==> config.mk <==
export PLATFORM = sky130hd
export DESIGN_NAME = danger_scroller
export DESIGN_NICKNAME = d
export VERILOG_FILES = /design/src/rtl/danger_scroller_pkg.sv /design/src/rtl/danger_scroller_lfsr16.sv /design/src/rtl/danger_scroller.sv
export SDC_FILE = /design/constraint.sdc
export NUM_CORES = 1
export LEC_CHECK = 0
export ABC_AREA = 1
export BUFFER_PORTS_ARGS = -buffer_cell sky130_fd_sc_hd__buf_2
export CAP_MARGIN = 40
export CORE_ASPECT_RATIO = 1.4
export CORE_MARGIN = 2
export CORE_UTILIZATION = 35
export CTS_BUF_LIST = sky130_fd_sc_hd__clkbuf_4 sky130_fd_sc_hd__clkbuf_8 sky130_fd_sc_hd__clkbuf_16
export CTS_CLUSTER_DIAMETER = 100
export DETAILED_ROUTE_END_ITERATION = 10
export SLEW_MARGIN = 20
export SYNTH_ARGS = -nofsm -noshare
export SYNTH_HDL_FRONTEND = slang
export SYNTH_SLANG_ARGS = --single-unit
==> constraint.sdc <==
create_clock -name clk -period 3.8 [get_ports clk]
set_clock_uncertainty 0.2 [all_clocks]
set_input_delay 0.76 -clock clk [delete_from_list [all_inputs] [get_ports clk]]
set_output_delay 0.76 -clock clk [all_outputs]
set_load 0.01 [all_outputs]
==> src/rtl/danger_scroller_pkg.sv <==
// Shared constants for the obstacle motion stage and sprite renderer.
// Also holds the scroller state encoding and the LFSR step function.
package danger_scroller_pkg;

    localparam int SCREEN_W       = 320;
    localparam int GROUND         = 150;
    localparam int DANGER1_WIDTH  = 26;
    localparam int DANGER1_HEIGHT = 40;

    localparam logic [15:0] LFSR_MASK = 16'hB400;

    typedef enum logic [1:0] {
        ST_IDLE,
        ST_WAIT_GAP,
        ST_SCROLL,
        ST_FROZEN
    } state_e;

    // Galois form of x^16+x^14+x^13+x^11+1, shifting right
    function automatic logic [15:0] lfsr_next(input logic [15:0] cur);
        return (cur >> 1) ^ (cur[0] ? LFSR_MASK : 16'h0000);
    endfunction

endpackage

==> src/rtl/danger_scroller_lfsr16.sv <==
// Free-running 16-bit Galois LFSR, reloaded with SEED on reset.
// Kept standalone so obstacle-type selection can share it later.
module lfsr16
    import danger_scroller_pkg::*;
#(
    parameter logic [15:0] SEED = 16'hACE1
) (
    input  logic        clk,
    input  logic        rst,
    output logic [15:0] q
);

    logic [15:0] lfsr_q;
    logic [15:0] lfsr_d;

    assign lfsr_d = lfsr_next(lfsr_q);
    assign q      = lfsr_q;

    always_ff @(posedge clk) begin
        if (rst) begin
            lfsr_q <= SEED;
        end else begin
            lfsr_q <= lfsr_d;
        end
    end

endmodule

==> src/rtl/danger_scroller.sv <==
// Obstacle motion stage: spawns off the right edge, scrolls left per
// game step, inserts random gaps and raises speed as obstacles pass.
module danger_scroller
    import danger_scroller_pkg::*;
#(
    parameter int          SPAWN_POS      = SCREEN_W + DANGER1_WIDTH,
    parameter int          MIN_GAP        = 40,
    parameter int          GAP_BITS       = 6,
    parameter int          SPEED_INIT     = 2,
    parameter int          SPEED_MAX      = 6,
    parameter int          SPEED_UP_EVERY = 4,
    parameter logic [15:0] LFSR_SEED      = 16'hACE1
) (
    input  logic       clk,
    input  logic       rst,
    input  logic       step,
    input  logic       start,
    input  logic       halt,
    output logic [8:0] pos,
    output logic       on_screen,
    output logic       passed,
    output logic [2:0] speed
);

    localparam int PW = $clog2(SPEED_UP_EVERY + 1);

    state_e      state_q;
    logic [8:0]  pos_q;
    logic        passed_q;
    logic [2:0]  speed_q;
    logic [6:0]  gap_q;
    logic [PW-1:0] pass_q;

    logic [15:0] lfsr;
    logic        unused_lfsr;
    logic [8:0]  speed_ext;
    logic [8:0]  pos_d;
    logic [6:0]  gap_d;
    logic        exit_d;

    lfsr16 #(
        .SEED (LFSR_SEED)
    ) u_lfsr (
        .clk (clk),
        .rst (rst),
        .q   (lfsr)
    );

    assign unused_lfsr = ^lfsr[15:GAP_BITS];
    assign speed_ext   = {6'b000000, speed_q};
    assign exit_d      = (pos_q <= speed_ext);
    assign pos_d       = pos_q - speed_ext;
    assign gap_d       = 7'(MIN_GAP) + 7'(lfsr[GAP_BITS-1:0]);

    always_ff @(posedge clk) begin
        if (rst) begin
            state_q  <= ST_IDLE;
            pos_q    <= '0;
            passed_q <= 1'b0;
            speed_q  <= 3'(SPEED_INIT);
            gap_q    <= '0;
            pass_q   <= '0;
        end else begin
            passed_q <= 1'b0;
            unique case (state_q)
                ST_IDLE: begin
                    if (start) begin
                        state_q <= ST_WAIT_GAP;
                        gap_q   <= 7'(MIN_GAP);
                    end
                end
                ST_WAIT_GAP: begin
                    if (halt) begin
                        state_q <= ST_FROZEN;
                    end else if (step) begin
                        if (gap_q == '0) begin
                            pos_q   <= 9'(SPAWN_POS);
                            state_q <= ST_SCROLL;
                        end else begin
                            gap_q <= gap_q - 7'd1;
                        end
                    end
                end
                ST_SCROLL: begin
                    if (halt) begin
                        state_q <= ST_FROZEN;
                    end else if (step) begin
                        if (!exit_d) begin
                            pos_q <= pos_d;
                        end else begin
                            pos_q    <= '0;
                            passed_q <= 1'b1;
                            gap_q    <= gap_d;
                            state_q  <= ST_WAIT_GAP;
                            // Speed bumps on every SPEED_UP_EVERY-th exit
                            if (pass_q == PW'(SPEED_UP_EVERY - 1)) begin
                                pass_q <= '0;
                                if (speed_q < 3'(SPEED_MAX)) begin
                                    speed_q <= speed_q + 3'd1;
                                end
                            end else begin
                                pass_q <= pass_q + PW'(1);
                            end
                        end
                    end
                end
                ST_FROZEN: begin
                    if (start) begin
                        pos_q   <= '0;
                        speed_q <= 3'(SPEED_INIT);
                        pass_q  <= '0;
                        gap_q   <= 7'(MIN_GAP);
                        state_q <= ST_WAIT_GAP;
                    end
                end
                default: state_q <= ST_IDLE;
            endcase
        end
    end

    assign pos       = pos_q;
    assign passed    = passed_q;
    assign speed     = speed_q;
    assign on_screen = (state_q == ST_SCROLL);

endmodule

# [Word level (Yosys, flattened, before mapping)]
# Cells that the tools add are included.
[totals] regBits=41 inputBits=5 output_inout_bits=14
[op_classes] addsub=5 magnitude_cmp=2 eq_ne=19 muxes=39 bitwise=3 reduce_logical=11
[op_table] op="9-bit two-way mux" n=7
[op_table] op="7-bit two-way mux" n=7
[op_table] op="3-bit two-way mux" n=11
[op_table] op="9-bit case mux with 3 select lines" n=1
[op_table] op="7-bit case mux with 3 select lines" n=1
[op_table] op="7-bit AND reduction" n=3
[op_table] op="16-bit two-way mux" n=1
[op_table] op="15-bit by 16-bit bitwise XOR with 16-bit output" n=1
[op_table] op="2-bit two-way mux" n=7
[op_table] op="2-bit inequality test, second input constant" n=7
[op_table] op="3-bit case mux with 2 select lines" n=2
[op_table] op="5-bit AND reduction" n=2
[op_table] op="9-bit by 3-bit less-or-equal comparator with 1-bit output" n=1
[op_table] op="3-bit inequality test, second input constant" n=3
[op_table] op="9-bit by 3-bit subtractor with 9-bit output" n=1
[op_table] op="2-bit by 1-bit inequality test with 1-bit output, second input constant" n=4
[op_table] op="6-bit by 6-bit adder with 7-bit output, first input constant" n=1
[op_table] op="7-bit zero test" n=1
[op_table] op="7-bit by 1-bit subtractor with 7-bit output, second input constant" n=1
[op_table] op="3-bit by 1-bit adder with 3-bit output, second input constant" n=2
[op_table] op="2-bit case mux with 3 select lines" n=1
[op_table] op="2-bit == test, second input constant" n=2
[op_table] op="4-bit OR reduction" n=1
[op_table] op="3-bit by 2-bit == test with 1-bit output, second input constant" n=1
[op_table] op="other kinds (9)" n=10

# [Logic depth before layout (Yosys ltp)]
# Gate-level depths: netlist of the first run.
[logic_depth] word_depth=7 depth_mapped=13

# [Hierarchy]
# Synthesis of the first run repeated with hierarchy kept, for this count alone.
[hier_totals] hier_cells=341 area_unflattened_um2=2531.2
[by_module_without_submodules] mod="danger_scroller" n_inst=1 cells_each=277 area_each_um2=1959.4 seq_area_each_um2=500.5
[by_module_without_submodules] mod="lfsr16" n_inst=1 cells_each=64 area_each_um2=571.8 seq_area_each_um2=320.3

# [Worst setup path after synthesis of the first run]
# OpenSTA, ideal clock, no wires.
[synth_timing] path_type="reg-to-reg" start="register speed_q[0], in the netlist speed[0]" end="register pos_q[6], in the netlist pos[6]" setup_time_ps=117 arrival_ps=1681 required_time_ps=3483 path_slack_ps=1802 path_stages_with_launch=11 path_buffers=0 synth_period_minus_slack_ps=1998 path_cell_list="dfxtp_1 ha_1 inv_1 fa_1 nand2_1 nand3_1 nor3_1 xor2_1 nor2_1 nor2_1 nor2_1"
[synth_via] elab_chain_cells=5 elab_cells_between_ends=6 classes_between="add/sub (1); order compare (1); mux (4)"
[synth_lines] item="from (decl)" line="danger_scroller.sv:30" text="logic [2:0] speed_q;"
[synth_lines] item="from (signal assigned)" line="danger_scroller.sv:60" text="speed_q <= 3'(SPEED_INIT);"
[synth_lines] item="from (signal assigned)" line="danger_scroller.sv:99" text="speed_q <= speed_q + 3'd1;"
[synth_lines] item="from (signal assigned)" line="danger_scroller.sv:110" text="speed_q <= 3'(SPEED_INIT);"
[synth_lines] item="9-bit by 3-bit subtractor with 9-bit output or 9-bit by 3-bit less-or-equal comparator with 1-bit output (tied branches)" line="danger_scroller.sv:52, danger_scroller.sv:51"
[synth_lines] item="9-bit two-way mux (*)" line="danger_scroller.sv:88" text="if (!exit_d) begin"
[synth_lines] item="9-bit two-way mux (*)" line="danger_scroller.sv:87" text="end else if (step) begin"
[synth_lines] item="9-bit two-way mux (*)" line="danger_scroller.sv:85" text="if (halt) begin"
[synth_lines] item="9-bit case mux with 3 select lines (*)" line="danger_scroller.sv:65" text="unique case (state_q)"
[synth_lines] item="to (signal assigned)" line="danger_scroller.sv:77" text="pos_q <= 9'(SPAWN_POS);"
[synth_lines] item="to (signal assigned)" line="danger_scroller.sv:89" text="pos_q <= pos_d;"
[synth_lines] item="to (decl)" line="danger_scroller.sv:28" text="logic [8:0] pos_q;"
# Every way passes the cells marked *; elsewhere a longest branch is shown, timed or not. The select of a mux whose other input is x is not followed.
# A chain may end at the register's enable or synchronous reset.

# [Final worst setup path of the first run]
[layout_timing] start="register speed_q[2], in the netlist speed[2]" end="register gap_q[3]"
[layout_via] elab_chain_cells=3
[layout_lines] item="9-bit by 3-bit less-or-equal comparator with 1-bit output" line="danger_scroller.sv:51" text="assign exit_d = (pos_q <= speed_ext);"
[layout_lines] item="2-bit by 1-bit inequality test with 1-bit output (no line)"
[layout_lines] item="7-bit AND reduction (no line)"
[layout_lines] item="to (signal assigned)" line="danger_scroller.sv:69" text="gap_q <= 7'(MIN_GAP);"
[layout_lines] item="to (signal assigned)" line="danger_scroller.sv:80" text="gap_q <= gap_q - 7'd1;"
[layout_lines] item="to (signal assigned)" line="danger_scroller.sv:93" text="gap_q <= gap_d;"
[layout_lines] item="to (decl)" line="danger_scroller.sv:31" text="logic [6:0] gap_q;"
# No other way between the ends.

==> results of run 1 <==
[tightest hold or removal path, stage by stage, from the launching register on]
cell,delay [ns]
dfxtp_1,0.30
inv_1,0.04
nor2_1,0.03
[power by group through the flow]
stage	Clock, mW	Combinational, mW	Sequential (mW)
finish	0.303	1.26	0.637
global route	0.338	1.46	0.658
CTS	0.316	1.27	0.639
detailed placement	0	1.26	0.650
global placement	0	1.26	0.648
floorplan	0	1.02	0.655
[cells by family (layout without fill, tap and decap cells)]
group | Yosys count | in the layout | share of synthesized area [%]
buffers and inverters | 55 | 73 | 10.74
and+or+nand+nor | 155 | 155 | 30.83
xor gates and xnor gates | 11 | 11 | 4.285
AOI/OAI and AO/OA | 42 | 42 | 10.63
adders and majority gates | 12 | 12 | 7.012
DFF | 41 | 41 | 36.51
[cell usage after synthesis, drive strengths merged]
master | number | area [sq um]
a21oi | 12 | 71.32
a31oi | 1 | 6.260
and2 | 1 | 6.260
buf | 6 | 57.55
clkbuf | 2 | 7.510
clkinv | 1 | 3.750
dfxtp | 41 | 820.8
fa | 1 | 20.02
ha | 11 | 137.6
inv | 46 | 172.7
nand2 | 59 | 239.0
nand3 | 18 | 105.1
nand4 | 5 | 37.53
nor2 | 63 | 246.5
nor3 | 4 | 25.02
o211ai | 1 | 7.510
o21ai | 24 | 123.9
o21bai | 1 | 11.26
o22ai | 3 | 18.77
or2 | 5 | 33.78
xnor2 | 2 | 17.52
xor2 | 9 | 78.83
[cell type report]
class / instances / share of cell area (%)
Multi-Input combinational cell: 220 / 48.27
Sequential cell: 41 / 33.40
Inverter: 47 / 7.179
Timing Repair Buffer: 18 / 3.666
Tap cell: 72 / 3.666
Clock buffer: 5 / 2.800
Clock inverter: 3 / 1.018
[metal layers]
metal,GRT usage (%),part of all wire (%),vias up
met4,6.676,1.9,0
met5,0,0,-
met2,27.42,52,37
met3,3.374,3.4,8
met1,16.69,42,896
li1,-,-,1018
[how the worst max path moves through the flow]
| stage | start | endpoint |
|---|---|---|
| after global routing | speed[2] | gap_q[3] |
| after floorplan | speed[0] | pos[6] |
| after detailed placement | rst | pos[5] |
| final | speed[2] | gap_q[3] |
| after CTS | speed[2] | gap_q[3] |
| after global placement | rst | pos[0] |
[through the flow]
stage,power [mW],hold WS [ns]
2_1_floorplan,1.677,0.1883
3_3_place_gp,1.904,0.1928
3_5_place_dp,1.910,0.1946
4_1_cts,2.224,0.2149
5_1_grt,2.461,0.2253
6_report,2.200,0.2116
[registers in the layout, indices dropped and copies added, names as in the netlist]
signal / cells
u_lfsr.q: 16
speed: 3
pos: 9
gap_q: 7
passed: 1
state_q: 2
pass_q: 3
==> results by group, run 1 <==
Timing
  • Hold Vio Cnt, Final: 0
  • Min Clock Period, post-route: 2.443 ns
  • Slew margin rel.: around 63%
  • Final setup violation count: 0
  • Pins Over Slew Limit: 0
  • RSZ-0062 raised after global routing: no
  • Top achievable clock speed: 409.3 MHz
  • Slew @ Worst Pin: between 0.5 and 0.6 ns
  • Final period util: around 64%
  • Fin worst setup slack: around 1.4 ns
  • TNS Setup: 0 ns

Cells and area
  • Post-route core utilization: 39.56%
  • Nets: 350
  • Sequential Area: slightly above 800 sq um
  • Commonest non-fill, non-tap cell in the layout: nor2_1
  • Non-Filler Instances: a little over 400
  • Antenna diode count: 0
  • Post-route cell area: 2457 sq um
  • Layout area overhead: 9.293%
  • Area of the multi-input gates: approximately 1200 sq um
  • Commonest non-fill, non-tap cells in the layout: nor2_1 (61), nand2_1 (54), inv_1 (41), dfxtp_1 (41), buf_2 (18)
  • Layout cell share with drive strength beyond 1: 15.27%
  • Filler Cell Count: roughly 650

Clock network
  • Number of gates resized after CTS: 0
  • TritonCTS clock tree: done
  • Post CTS Setup Buffer Count: 0
  • Cts-stage hold buffer count: 0
  • # clock sinks: a little over 40
  • Clock tree buffer depth: 2
  • Total CTS buffers: 5
  • Clk slew on worst S/H paths: 0.09 ns
  • Worst-skew pair later-pin latency: 0.30 ns
  • Clock root cell: clkbuf_8
  • Htree depth: 2

Global routing
  • First-pass GRT wire length: roughly 8600 microns
  • Initial antenna violation count: 0
  • GRT Total Usage: 15.20%
  • Grt ovf: 0
  • Number of global-route vias before repair: around 1900
  • Largest net degree at the start of global routing: 21

Synth
  • Register area share after synthesis: 36.51%
  • Yosys reg bits: 41
  • Synth cell types: 36
  • Yosys warns: 0
  • Mean Syn Cell Area: ~7.1 sq um
  • Syn Inst Count: 316
  • Post-Syn Nets: around 330
  • Syn Std Cell Area: 2248 sq um

Placed design
  • IO buf count: 18
  • GP Congestion: between 0.8 and 0.9
  • Placed Cells: ~400
  • HPWL after DPL: between 3000 and 4000 microns
  • Place WS: between 1 and 1.5 ns
  • Placed cell area: approximately 2400 sq um

Flow run
  • MaxCap Viol Count: 0

Setup path
  • Crit. path cell count: 10
  • CP max stage delay: 0.40 ns
  • CP max-delay cell: dfxtp_1
  • FF-to-FF End: gap_q[3]
  • Endpoint type of the worst setup path: register
  • Worst Reg-to-Reg Cells: 10
  • Crit start category: register
  • Max FO, Critical Path: 14
  • Reg-to-Reg Start: speed[2]
  • Worst path buffer plus inverter count: 1
  • Cell breakdown of the critical path: inv_1 -> ha_1 -> nand2_1 -> nand2_1 -> nor2_1 -> nand3_1 -> nand3_2 -> nand3_2 -> o21ai_0 -> nor2_1
  • CP delay by family, top: simple AND/OR/NAND/NOR gates
  • Worst EP required: between 3 and 4 ns
  • Critical path class: register to register
  • Critical Path AT: 2.43 ns
  • R2r setup slk: between 1 and 1.5 ns

Power
  • Net Sw Frac: 48.38%
  • Lkg Pwr: ~1.2 nW
  • Peak VDD IR: 0.2404 mV
  • Seq pwr share: between 20 and 30%
  • Psw: between 1 and 1.5 mW
  • Comb power frac: a little under three fifths
  • Clock power frac: 13.8%
  • Cell Pwr Density: between 800 and 900 nW/um^2
  • Power Internal: 1.136 mW

Die
  • Initial core utilization: ~36%
  • Row Count: 34
  • Die span in y: just under 100 microns
  • Die area: 7090 sq um
  • Core area: 6211 sq um
  • Chip width: slightly above 70 microns
  • I/O Pins: 19

Min path
  • Hold Path End: u_lfsr.q[9]
  • Cell depth of the worst hold path: 2
  • Hold crit path type: register to register
  • Hold path start: u_lfsr.q[10]

Route
  • Antenna Violating Nets Remaining: 0
  • DRT iter0 DRCs: 129
  • Drt first pass iters: 4
  • Via count: roughly 2000
  • Average wire per standard cell: approximately 12 microns
  • DRC: 0
  • Vias per cell: ~4.8
  • Drt total wl: around 4800 microns

Outcome
  • Status: complete, no violations
Power figures use the tool's default switching activity.
==> inputs of run 2 (changes only) <==
==> constraint.sdc (replaced) <==
create_clock -name clk -period 2 [get_ports clk]
set_clock_uncertainty 0.2 [all_clocks]
set_input_delay 0.4 -clock clk [delete_from_list [all_inputs] [get_ports clk]]
set_output_delay 0.4 -clock clk [all_outputs]
set_load 0.01 [all_outputs]
==> run 2 against run 1 <==
  * The flow now finishes with violations (negative setup slack)
  * Worst hold slack lost 0.012 ns
  * Clock-buffer cell count grew 2
  * Sequential share of layout area fell by 3.7 points
  * Via count is 2.8% higher
  * Clock power up 130%
  * Final cell count is 5.4% higher
  * Total power is 130% higher
  * Utilization increased by 5.3 points
  * Die area unchanged
  * Sequential cell count unchanged
  * Global-route usage is 0.19 points lower
  * Critical endpoint is now pos[8]
  * Highest routed layer unchanged
==> results by group, run 2 (synthesis gave the netlist of run 1 again) <==
Timing
  • Final setup violation count: 1 (+1)
  • Pins Over Slew Limit: 0 (unchanged)
  • Fin worst setup slack: -0.004114 ns (-1.361 ns)
  • RSZ-0062 raised after global routing: yes
  • Final period util: 100.2% (+36 points)
  • Slew margin rel.: 81.33% (+19 points)
  • Min Clock Period, post-route: 2.004 ns (-0.4392 ns)
  • Hold Vio Cnt, Final: 0 (unchanged)
  • Top achievable clock speed: 499.0 MHz (+22%)
  • Slew @ Worst Pin: 0.2797 ns (-0.2757 ns)

Setup path
  • Worst Reg-to-Reg Cells: 12 (+2)
  • Critical path class: register to register
  • Worst EP required: 1.99 ns (-1.79 ns)
  • Crit start category: register
  • Max FO, Critical Path: 3 (-11)
  • Crit-path most repeated cell: nor2_1
  • Critical Path AT: 1.99 ns (-0.44 ns)
  • FF-to-FF End: pos[8]
  • CP max stage delay: 0.37 ns (-0.03 ns)
  • Cell breakdown of the critical path: inv_2 -> ha_4 -> inv_2 -> fa_2 -> nand2_2 -> nand3_4 -> buf_4 -> nor3_4 -> xor2_1 -> nor2_1 -> nor2_1 -> nor2_1
  • Endpoint type of the worst setup path: register
  • CP max-delay cell: fa_2
  • R2r setup slk: -0.004 ns (-1.36 ns)
  • Reg-to-Reg Start: pos[0]

Placed design
  • Placed Cells: 419 (+5.3%)
  • Place WS: -0.004566 ns (-1.399 ns)
  • HPWL after DPL: 3758 microns (+4.9%)
  • IO buf count: 18 (unchanged)
  • GP Congestion: 0.8681 (+0.75%)

Cells and area
  • Commonest non-fill, non-tap cell in the layout: nor2_1
  • Commonest non-fill, non-tap cells in the layout: nor2_1 (58), nand2_1 (52), inv_1 (37)
  • Nets: 372 (+6.3%)
  • Filler Cell Count: 623 (-4.7%)
  • Layout cell share with drive strength beyond 1: 27.81% (+13 points)
  • Non-Filler Instances: 428 (+5.4%)
  • Number of flip-flops under the largest register name: 16 (unchanged)
  • Antenna diode count: 0 (unchanged)
  • Layout area overhead: 24.04%

Die
  • I/O Pins: 19 (unchanged)
  • Initial core utilization: 36.20% (unchanged)
  • Row Count: 34 (unchanged)
  • Die span in y: 98.84 microns (unchanged)
  • Core area: 6211 sq um (unchanged)
  • Die area: 7090 sq um (unchanged)
  • Chip width: 71.74 microns (unchanged)

Global routing
  • GRT Total Usage: 15.02% (-0.19 points)
  • Number of global-route vias before repair: 1866 (-3.8%)
  • Largest net degree at the start of global routing: 18 (-14%)
  • First-pass GRT wire length: 8397 microns (-2.2%)
  • Grt ovf: 0 (unchanged)
  • Initial antenna violation count: 0 (unchanged)

Power
  • Psw: 2.218 mW (+110%)
  • Peak VDD IR: 0.4735 mV (+97%)
  • Cell Pwr Density: 1819 nW/um^2 (+100%)
  • Clock power frac: 13.8% (about the same)
  • Total power: 5.074 mW (+130%)
  • Lkg Pwr: 1.365 nW (+12%)
  • Power Internal: 2.856 mW (+150%)
  • Comb power frac: 61.9% (+4.6 points)
  • Net Sw Frac: 43.71% (-4.7 points)
  • Seq pwr share: 24.3% (-4.7 points)

Clock network
  • Cts-stage hold buffer count: 0 (unchanged)
  • Worst-skew pair later-pin latency: 0.29 ns (about the same)
  • Htree depth: 2 (unchanged)
  • TritonCTS clock tree: done
  • # clock sinks: 41 (unchanged)
  • Clock root cell: clkbuf_8
  • Clock tree buffer depth: 2 (unchanged)
  • Total CTS buffers: 5 (unchanged)
  • Clk slew on worst S/H paths: 0.08 ns (about the same)

Min path
  • Cell depth of the worst hold path: 3 (+1)
  • Hold crit path type: input pin to register
  • Hold Path End: passed
  • Hold path start: step

Route
  • Vias per cell: 4.703 (-2.5%)
  • Average wire per standard cell: 11.71 microns (about the same)
  • Drt first pass iters: 4 (unchanged)
  • Antenna Violating Nets Remaining: 0 (unchanged)
  • Drt total wl: 5013 microns (+5.3%)
  • DRC: 0 (unchanged)
  • DRT iter0 DRCs: 85 (-34%)
  • Via count: 2013 (+2.8%)

Outcome
  • Failing checks: negative setup slack
  • Status: finished, violations left

Flow run
  • MaxCap Viol Count: 0 (unchanged)
-- run 2: cell count changes in the layout (fill, tap and decap cells not counted), moves of 3 or more --
cell,before,now
buf_4,0,20
dfxtp_1,41,35
dfxtp_2,0,6
ha_1,11,6
ha_4,0,3
inv_1,41,37
inv_2,5,9
nand3_1,15,12
nor2_1,61,58
-- run 2: worst max-delay path by stage --
stage | from | cells past startpoint | slack, ns | end
final | pos[0] | 12 | -0.004 | pos[8]
after global routing | pos[0] | 11 | -0.08 | pos[6]
after CTS | pos[0] | 11 | -0.02 | pos[6]
after detailed placement | pos[0] | 11 | -0.005 | pos[6]
after global placement | pos[0] | 11 | 0.01 | pos[8]
after floorplan | speed[0] | 10 | 0.002 | pos[6]
-- run 2: per-stage QoR --
| stage | setup TNS, ns | hold slack, ns | util (%) | cell area [sq um] |
|---|---|---|---|---|
| 5_1_grt | -0.2204 | 0.2018 | 44.90 | 2789 |
| 3_3_place_gp | 0 | 0.1900 | 41.00 | 2546 |
| 6_report | -0.004114 | 0.1993 | 44.90 | 2789 |
| 4_1_cts | -0.02277 | 0.1930 | 42.93 | 2666 |
| 3_5_place_dp | -0.004566 | 0.1963 | 41.00 | 2546 |
| 2_1_floorplan | 0 | 0.1883 | - | 2248 |
-- run 2: worst max-delay path, delay by kind of cell, from the launching register on --
| kind | cells | cell delay, ns |
|---|---|---|
| simple gates | 6 | 0.49 |
| fa+ha+maj | 2 | 0.48 |
| flops | 1 | 0.33 |
| buf+inv | 3 | 0.25 |
| xor+xnor | 1 | 0.15 |
-- run 2: repair_timing --
item,in CTS,in global routing
resized for setup,0,31
buffers inserted,0,1
pin swaps,1,15
endpoints found under the setup margin,3,25
-- run 2: power by group through the flow --
stage                     clock, mW  combinational, mW  sequential [mW]
after floorplan                   0               1.94             1.25
after global placement            0               2.78             1.21
after detailed placement          0               2.79             1.21
after CTS                     0.728               2.80             1.19
after global routing          0.771               3.53             1.27
final                         0.701               3.14             1.23
-- run 2: layout make-up --
type                    instances  area [sq um]  area share, %
clock buffers                   7         90.09          3.230
well taps                      72         90.09          3.230
repair buffers                 40         280.3          10.05
flip-flops and latches         41         828.3          29.70
multi-input cells             220          1294          46.39
inverters                      47         176.4          6.326
clock inverters                 1         30.03          1.077
-- run 2: layer usage --
metal	wire [microns]	vias to the layer above	GRT usage, %
li1	-	1066	-
met1	2218	908	16.56
met2	2586	33	26.85
met3	124	6	3.170
met4	83	0	7.112
met5	0	-	0
